`src/rtl/instr_enc_pkg.sv`:
```
// instr_enc_pkg: shared constants and types for the instruction encoder.
//   - ALU op codes (same encoding the decoder produces)
//   - MIPS opcode / funct field constants
//   - request struct and {instr, addr} FIFO entry struct
package instr_enc_pkg;

  localparam logic [2:0] OP_ADD = 3'b000;
  localparam logic [2:0] OP_AND = 3'b100;
  localparam logic [2:0] OP_OR  = 3'b010;
  localparam logic [2:0] OP_SUB = 3'b011;
  localparam logic [2:0] OP_SLT = 3'b111;

  localparam logic [5:0] OPC_RTYPE = 6'b000000;
  localparam logic [5:0] OPC_ADDI  = 6'b001000;

  localparam logic [5:0] FN_ADD = 6'b100000;
  localparam logic [5:0] FN_AND = 6'b100100;
  localparam logic [5:0] FN_OR  = 6'b100101;
  localparam logic [5:0] FN_SUB = 6'b100010;
  localparam logic [5:0] FN_SLT = 6'b101010;

  typedef struct packed {
    logic [2:0]  op;
    logic        imm_sel;
    logic [4:0]  rs;
    logic [4:0]  rt;
    logic [4:0]  rd;
    logic [15:0] imm;
  } enc_req_t;

  typedef struct packed {
    logic [31:0] instr;
    logic [31:0] addr;
  } fifo_entry_t;

endpackage

```
`src/rtl/instr_enc_fifo.sv`:
```
// instr_enc_fifo: synchronous FIFO of {instr, addr} entries.
// Ports:
//   clk, rst_n (async low), flush (sync clear)
//   push/push_data : write, ignored when full
//   pop            : read, ignored when empty
//   head           : entry at read pointer (valid when !empty)
//   full/empty/count
module instr_enc_fifo
  import instr_enc_pkg::*;
#(
  parameter int DEPTH = 4,
  localparam int AW = $clog2(DEPTH),
  localparam int CW = AW + 1
) (
  input  logic          clk,
  input  logic          rst_n,
  input  logic          flush,
  input  logic          push,
  input  fifo_entry_t   push_data,
  input  logic          pop,
  output fifo_entry_t   head,
  output logic          full,
  output logic          empty,
  output logic [CW-1:0] count
);

  fifo_entry_t   mem_q [DEPTH];
  logic [AW-1:0] wr_ptr_q, wr_ptr_d, rd_ptr_q, rd_ptr_d;
  logic [CW-1:0] cnt_q, cnt_d;
  logic          push_ok, pop_ok;

  assign full    = (cnt_q == CW'(DEPTH));
  assign empty   = (cnt_q == '0);
  assign count   = cnt_q;
  assign head    = mem_q[rd_ptr_q];
  assign push_ok = push & ~full;
  assign pop_ok  = pop & ~empty;

  // DEPTH is a power of two, so pointers wrap by natural overflow.
  always_comb begin
    wr_ptr_d = wr_ptr_q;
    rd_ptr_d = rd_ptr_q;
    cnt_d    = cnt_q;
    if (flush) begin
      wr_ptr_d = '0;
      rd_ptr_d = '0;
      cnt_d    = '0;
    end else begin
      if (push_ok) wr_ptr_d = wr_ptr_q + AW'(1);
      if (pop_ok)  rd_ptr_d = rd_ptr_q + AW'(1);
      cnt_d = cnt_q + CW'(push_ok) - CW'(pop_ok);
    end
  end

  always_ff @(posedge clk or negedge rst_n) begin
    if (!rst_n) begin
      wr_ptr_q <= '0;
      rd_ptr_q <= '0;
      cnt_q    <= '0;
    end else begin
      wr_ptr_q <= wr_ptr_d;
      rd_ptr_q <= rd_ptr_d;
      cnt_q    <= cnt_d;
    end
  end

  // Storage needs no reset: head is only consumed when count != 0.
  always_ff @(posedge clk) begin
    if (push_ok && !flush) mem_q[wr_ptr_q] <= push_data;
  end

endmodule

```
`src/rtl/instr_encoder.sv`:
```
// instr_encoder: turns ALU-level requests into 32-bit MIPS words tagged
// with sequential instruction-memory addresses, queued in a small FIFO.
// Ports:
//   clk, rst_n (async low), flush (sync clear of FIFO + address counter)
//   in_valid/in_ready, in_op, in_imm_sel, in_rs, in_rt, in_rd, in_imm
//   out_valid/out_ready, out_instr, out_addr
//   err     : one-cycle pulse after an illegal request was dropped
//   err_cnt : saturating illegal-request count
// Build option: define INSTR_ENC_ERR_CNT_EN to enable err_cnt; otherwise 0.
module instr_encoder
  import instr_enc_pkg::*;
#(
  parameter int          DEPTH     = 4,
  parameter logic [31:0] ADDR_BASE = 32'h0000_0000
) (
  input  logic        clk,
  input  logic        rst_n,
  input  logic        flush,
  input  logic        in_valid,
  output logic        in_ready,
  input  logic [2:0]  in_op,
  input  logic        in_imm_sel,
  input  logic [4:0]  in_rs,
  input  logic [4:0]  in_rt,
  input  logic [4:0]  in_rd,
  input  logic [15:0] in_imm,
  output logic        out_valid,
  input  logic        out_ready,
  output logic [31:0] out_instr,
  output logic [31:0] out_addr,
  output logic        err,
  output logic [7:0]  err_cnt
);

  localparam int CW = $clog2(DEPTH) + 1;

  enc_req_t      req;
  fifo_entry_t   wr_ent, head;
  logic [5:0]    funct;
  logic          legal, accept, push, pop;
  logic [31:0]   word;
  logic [31:0]   addr_q, addr_d;
  logic          err_q, err_d;
  logic          fifo_empty, fifo_full_unused;
  logic [CW-1:0] fifo_cnt;

  assign req = '{op: in_op, imm_sel: in_imm_sel, rs: in_rs, rt: in_rt,
                 rd: in_rd, imm: in_imm};

  always_comb begin
    funct = FN_ADD;
    legal = 1'b1;
    case (req.op)
      OP_ADD:  funct = FN_ADD;
      OP_AND:  funct = FN_AND;
      OP_OR:   funct = FN_OR;
      OP_SUB:  funct = FN_SUB;
      OP_SLT:  funct = FN_SLT;
      default: legal = 1'b0;
    endcase
    // Only addi exists as an immediate form.
    if (req.imm_sel && req.op != OP_ADD) legal = 1'b0;
    word = req.imm_sel ? {OPC_ADDI, req.rs, req.rt, req.imm}
                       : {OPC_RTYPE, req.rs, req.rt, req.rd, 5'b00000, funct};
  end

  // in_ready comes from registered count only, keeping out_ready off the
  // input-side path.
  assign in_ready = (fifo_cnt < CW'(DEPTH));
  assign accept   = in_valid & in_ready;
  assign push     = accept & legal & ~flush;
  assign pop      = out_valid & out_ready;
  assign wr_ent   = '{instr: word, addr: addr_q};

  always_comb begin
    addr_d = addr_q;
    if (flush)     addr_d = ADDR_BASE;
    else if (push) addr_d = addr_q + 32'd4;
    // flush swallows the request entirely, including its error report.
    err_d = accept & ~legal & ~flush;
  end

  always_ff @(posedge clk or negedge rst_n) begin
    if (!rst_n) begin
      addr_q <= ADDR_BASE;
      err_q  <= 1'b0;
    end else begin
      addr_q <= addr_d;
      err_q  <= err_d;
    end
  end

  instr_enc_fifo #(.DEPTH(DEPTH)) u_fifo (
    .clk       (clk),
    .rst_n     (rst_n),
    .flush     (flush),
    .push      (push),
    .push_data (wr_ent),
    .pop       (pop),
    .head      (head),
    .full      (fifo_full_unused),
    .empty     (fifo_empty),
    .count     (fifo_cnt)
  );

  assign out_valid = ~fifo_empty;
  assign out_instr = out_valid ? head.instr : 32'd0;
  assign out_addr  = out_valid ? head.addr  : 32'd0;
  assign err       = err_q;

`ifdef INSTR_ENC_ERR_CNT_EN
  logic [7:0] err_cnt_q, err_cnt_d;

  // Counts err pulses; survives flush, cleared only by reset.
  always_comb begin
    err_cnt_d = err_cnt_q;
    if (err_q && err_cnt_q != 8'hFF) err_cnt_d = err_cnt_q + 8'd1;
  end

  always_ff @(posedge clk or negedge rst_n) begin
    if (!rst_n) err_cnt_q <= 8'd0;
    else        err_cnt_q <= err_cnt_d;
  end

  assign err_cnt = err_cnt_q;
`else
  assign err_cnt = 8'd0;
`endif

endmodule

```
`config.mk`:
```
export PLATFORM = sky130hd
export DESIGN_NAME = instr_encoder
export DESIGN_NICKNAME = d
export VERILOG_FILES = /design/src/rtl/instr_enc_pkg.sv /design/src/rtl/instr_enc_fifo.sv /design/src/rtl/instr_encoder.sv
export SDC_FILE = /design/constraint.sdc
export NUM_CORES = 1
export LEC_CHECK = 0
export ABC_AREA = 1
export CAP_MARGIN = 15
export CORE_UTILIZATION = 30
export DETAILED_ROUTE_END_ITERATION = 10
export DONT_BUFFER_PORTS = 1
export SLEW_MARGIN = 15
export SYNTH_ARGS = -nofsm -noshare
export SYNTH_HDL_FRONTEND = slang
export SYNTH_SLANG_ARGS = --single-unit
```
`constraint.sdc`:
```
create_clock -name clk -period 3.8 [get_ports clk]
set_clock_uncertainty 0.05 [all_clocks]
set_input_delay 0.76 -clock clk [delete_from_list [all_inputs] [get_ports clk]]
set_output_delay 0.76 -clock clk [all_outputs]
set_load 0.01 [all_outputs]
```
==> impl_metrics.env <==
export IMPL_clock_path_buffers=3
export IMPL_synthMuxAreaShare=0
export IMPL_root_buffer="clkbuf_16"
export IMPL_synthToLayoutAreaGrowth_pct=13.9
export IMPL_final_area_mm2=0.0129
export IMPL_antenna_found_initial=0
export IMPL_p_comb_frac=0.194
export IMPL_p_leak_nw=4.58
export IMPL_cp_arrival_ns=2.64
export IMPL_grt_pass1_wl_mm=41.2
export IMPL_yosys_area_top_type="edfxtp_1"
export IMPL_cts_resized=0
export IMPL_maxCapViolCount=0
export IMPL_irDropWorstVdd_uv=277
export IMPL_synth_xor_area_frac=0.00386
export IMPL_routedWlPerCell_um=16.9
export IMPL_placed_area_mm2=0.0119
export IMPL_start_kind="flop"
export IMPL_fin_ws_ns=0.349
export IMPL_crit_fanout=45
export IMPL_fmax_mhz=290
export IMPL_min_path_type="primary input to asynchronous set/reset pin"
export IMPL_tightest_slew_ns=0.891
export IMPL_setup_tns_ns=0
export IMPL_seq_area_frac_synth=0.687
export IMPL_hold_viol=0
export IMPL_setup_viol_count_final=0
export IMPL_dp_final_hpwl_mm=16.2
export IMPL_startpoint="u_fifo.rd_ptr_q[0]$_DFFE_PN0P_"
export IMPL_ant_nets=0
export IMPL_layout_drive_gt1_share=0.0826
export IMPL_ys_ff_latch=266
export IMPL_finalMaxSlewViolations=0
export IMPL_first_pass_iters=5
export IMPL_netlist_instances=1044
export IMPL_grt_pass1_vias=7074
export IMPL_clock_sinks=266
export IMPL_power_density_mw_per_mm2=589
export IMPL_r2r_cells=6
export IMPL_maxSlewHeadroom=0.399
export IMPL_die_w_um=196
export IMPL_h_tree_depth=1
export IMPL_initial_core_util=0.308
export IMPL_place_congestion=0.793
export IMPL_synthTopCellsByArea="edfxtp_1 (60%), nor2_1 (9.4%), dfrtp_1 (8.4%)"
export IMPL_worstReg2RegEnd="u_fifo.mem_q[3][37]$_DFFE_PP_"
export IMPL_yosys_warnings=0
export IMPL_synth_adder_area_share=0.00948
export IMPL_die_h_um=196
export IMPL_cp_data_required_time_ns=2.99
export IMPL_finalCritPeriodShare=0.908
export IMPL_cts_tree="yes"
export IMPL_drt_wl_total_mm=26.6
export IMPL_drcViolationCount=0
export IMPL_synthSimpleGateAreaFrac=0.162
export IMPL_critical_path_class="flop to output pin"
export IMPL_synth_compound_area_frac=0.0926
export IMPL_setup_worst_path_end="out_instr[20]"
export IMPL_r2r_slack_ns=1.29
export IMPL_coreArea_mm2=0.0369
export IMPL_drtIter0Drc=498
export IMPL_grt_setup_unrepaired="false"
export IMPL_synth_top_family_by_area="simple AND/OR/NAND/NOR gates"
export IMPL_period_minus_slack_ns=3.45
export IMPL_globalRouteTotalUtil=0.138
export IMPL_num_rows=70
export IMPL_clock_latency_ns=0.54
export IMPL_cts_reportedPaths_clkPinSlew_ns=0.06
export IMPL_layout_nets=1091
export IMPL_endpoint_kind="output pin"
export IMPL_total_power_mw=7.62
export IMPL_synth_distinct_cells=32
export IMPL_io_pins=115
export IMPL_p_clk_frac=0.373
export IMPL_yosys_area_top_type_share=0.603
export IMPL_seqPwrFrac=0.433
export IMPL_overflow=0
export IMPL_synth_area_mm2=0.0113
export IMPL_switchingPower_mw=2.30
export IMPL_p_int_mw=5.32
export IMPL_numPortBuffers=0
export IMPL_grt_max_degree=58
export IMPL_outcome="completed"
export IMPL_switching_share=0.302
export IMPL_num_vias=7278
export IMPL_regToRegStartpoint="u_fifo.count[2]$_DFF_PN0_"
export IMPL_post_synth_cell_area_avg_um2=10.9
export IMPL_via_per_inst=4.64
export IMPL_die_area_mm2=0.0386
export IMPL_cts_inserted_buffers=29
export IMPL_post_place_ws_ns=0.899
## per-layer routing
| layer | track usage | wire length (um) | vias up |
|---|---|---|---|
| met3 | 0.0330 | 1750 | 36 |
| li1 | - | - | 3546 |
| met1 | 0.171 | 11500 | 3533 |
| met4 | 0.0373 | 610 | 0 |
| met5 | 0 | 0 | - |
| met2 | 0.238 | 12800 | 163 |
## registers in the layout, indices dropped and copies added (netlist names)
register / count
u_fifo.mem_q: 228
addr_q: 30
u_fifo.wr_ptr_q: 2
u_fifo.rd_ptr_q: 2
err: 1
u_fifo.count: 3
## placed cells by master (no fill, tap or decap), types with 7 or more instances in the layout
cell and instances:
a21oi_1 75, buf_12 7, buf_4 12, clkbuf_16 29, clkinv_1 9, conb_1 15, dfrtp_1 36, edfxtp_1 228
ha_1 7, inv_1 39, nand2_1 111, nand3_1 26, nor2_1 281, nor2_4 9, o21ai_0 125
## worst min-delay path by stage
stage	to	slack (ns)
after floorplan	addr_q[10]$_DFFE_PN0N_	0.41
after global placement	addr_q[20]$_DFFE_PN0N_	0.42
after detailed placement	addr_q[19]$_DFFE_PN0N_	0.42
after CTS	addr_q[16]$_DFFE_PN0N_	0.01
after global routing	addr_q[16]$_DFFE_PN0N_	0.02
final	addr_q[16]$_DFFE_PN0N_	0.02
## through the flow
stage,std cells,utilization,hold WS [ns]
final,1570,0.350,0.0155
after global routing,1569,0.350,0.0159
after CTS,1569,0.350,0.0134
after detailed placement,1515,0.324,0.421
after global placement,1515,0.324,0.421
after floorplan,1058,-,0.414
## final cells by class
class,instances,area (um^2)
diodes,1,2.50
clock buffers,34,754
clock inverters,19,211
fillers,3626,24000
inverters,44,165
multi-input cells,683,3120
flip-flops and latches,266,7800
well taps,504,631
repair buffers,19,230
## synth_stat cells
cell type and number:
o21ai_1 2, xnor2_1 1, xor2_1 4, o21ai_0 125, fa_1 1, buf_4 17
nand2_2 2, nor3b_1 3, nand4_1 5, buf_2 15, buf_6 2, clkbuf_1 26
inv_1 40, nor2_1 285, ha_1 7, buf_1 5, nand3_2 4, or2_2 1
nand3_1 26, edfxtp_1 228, inv_2 4, nand3_4 1, dfrtp_1 38, a21oi_1 75
o31ai_1 3, nand3b_1 1, nand2_1 111, nor2_2 4, a21oi_2 1, nor2_4 5
conb_1 1, o311ai_0 1
## power by group through the flow
| stage | combinational (mW) | clock (mW) | sequential (mW) |
|---|---|---|---|
| after CTS | 1.53 | 2.89 | 3.29 |
| final | 1.48 | 2.84 | 3.29 |
| after detailed placement | 1.51 | 0 | 3.36 |
| after global routing | 1.67 | 3.00 | 3.30 |
| after floorplan | 1.11 | 0 | 3.29 |
| after global placement | 1.49 | 0 | 3.35 |
## cells by family after synthesis
family / Yosys count
adder cells (fa/ha/maj): 8
buffers and inverters: 109
AO/OA/AOI/OAI: 207
other: 1
AND/OR/NAND/NOR: 448
flip-flops: 266
XOR/XNOR: 5
## timing repair
item                      in CTS  in global routing
setup buffers                  0                  0
hold endpoints to repair      38                  0
hold buffers                   1                  0
## critical path, cell delays in order (launching register included)
cell	delay, ns
dfrtp_4	0.69
inv_2	0.62
buf_12	0.29
o21ai_0	0.12
a21oi_1	0.39
(Power assumes the default switching activity.)
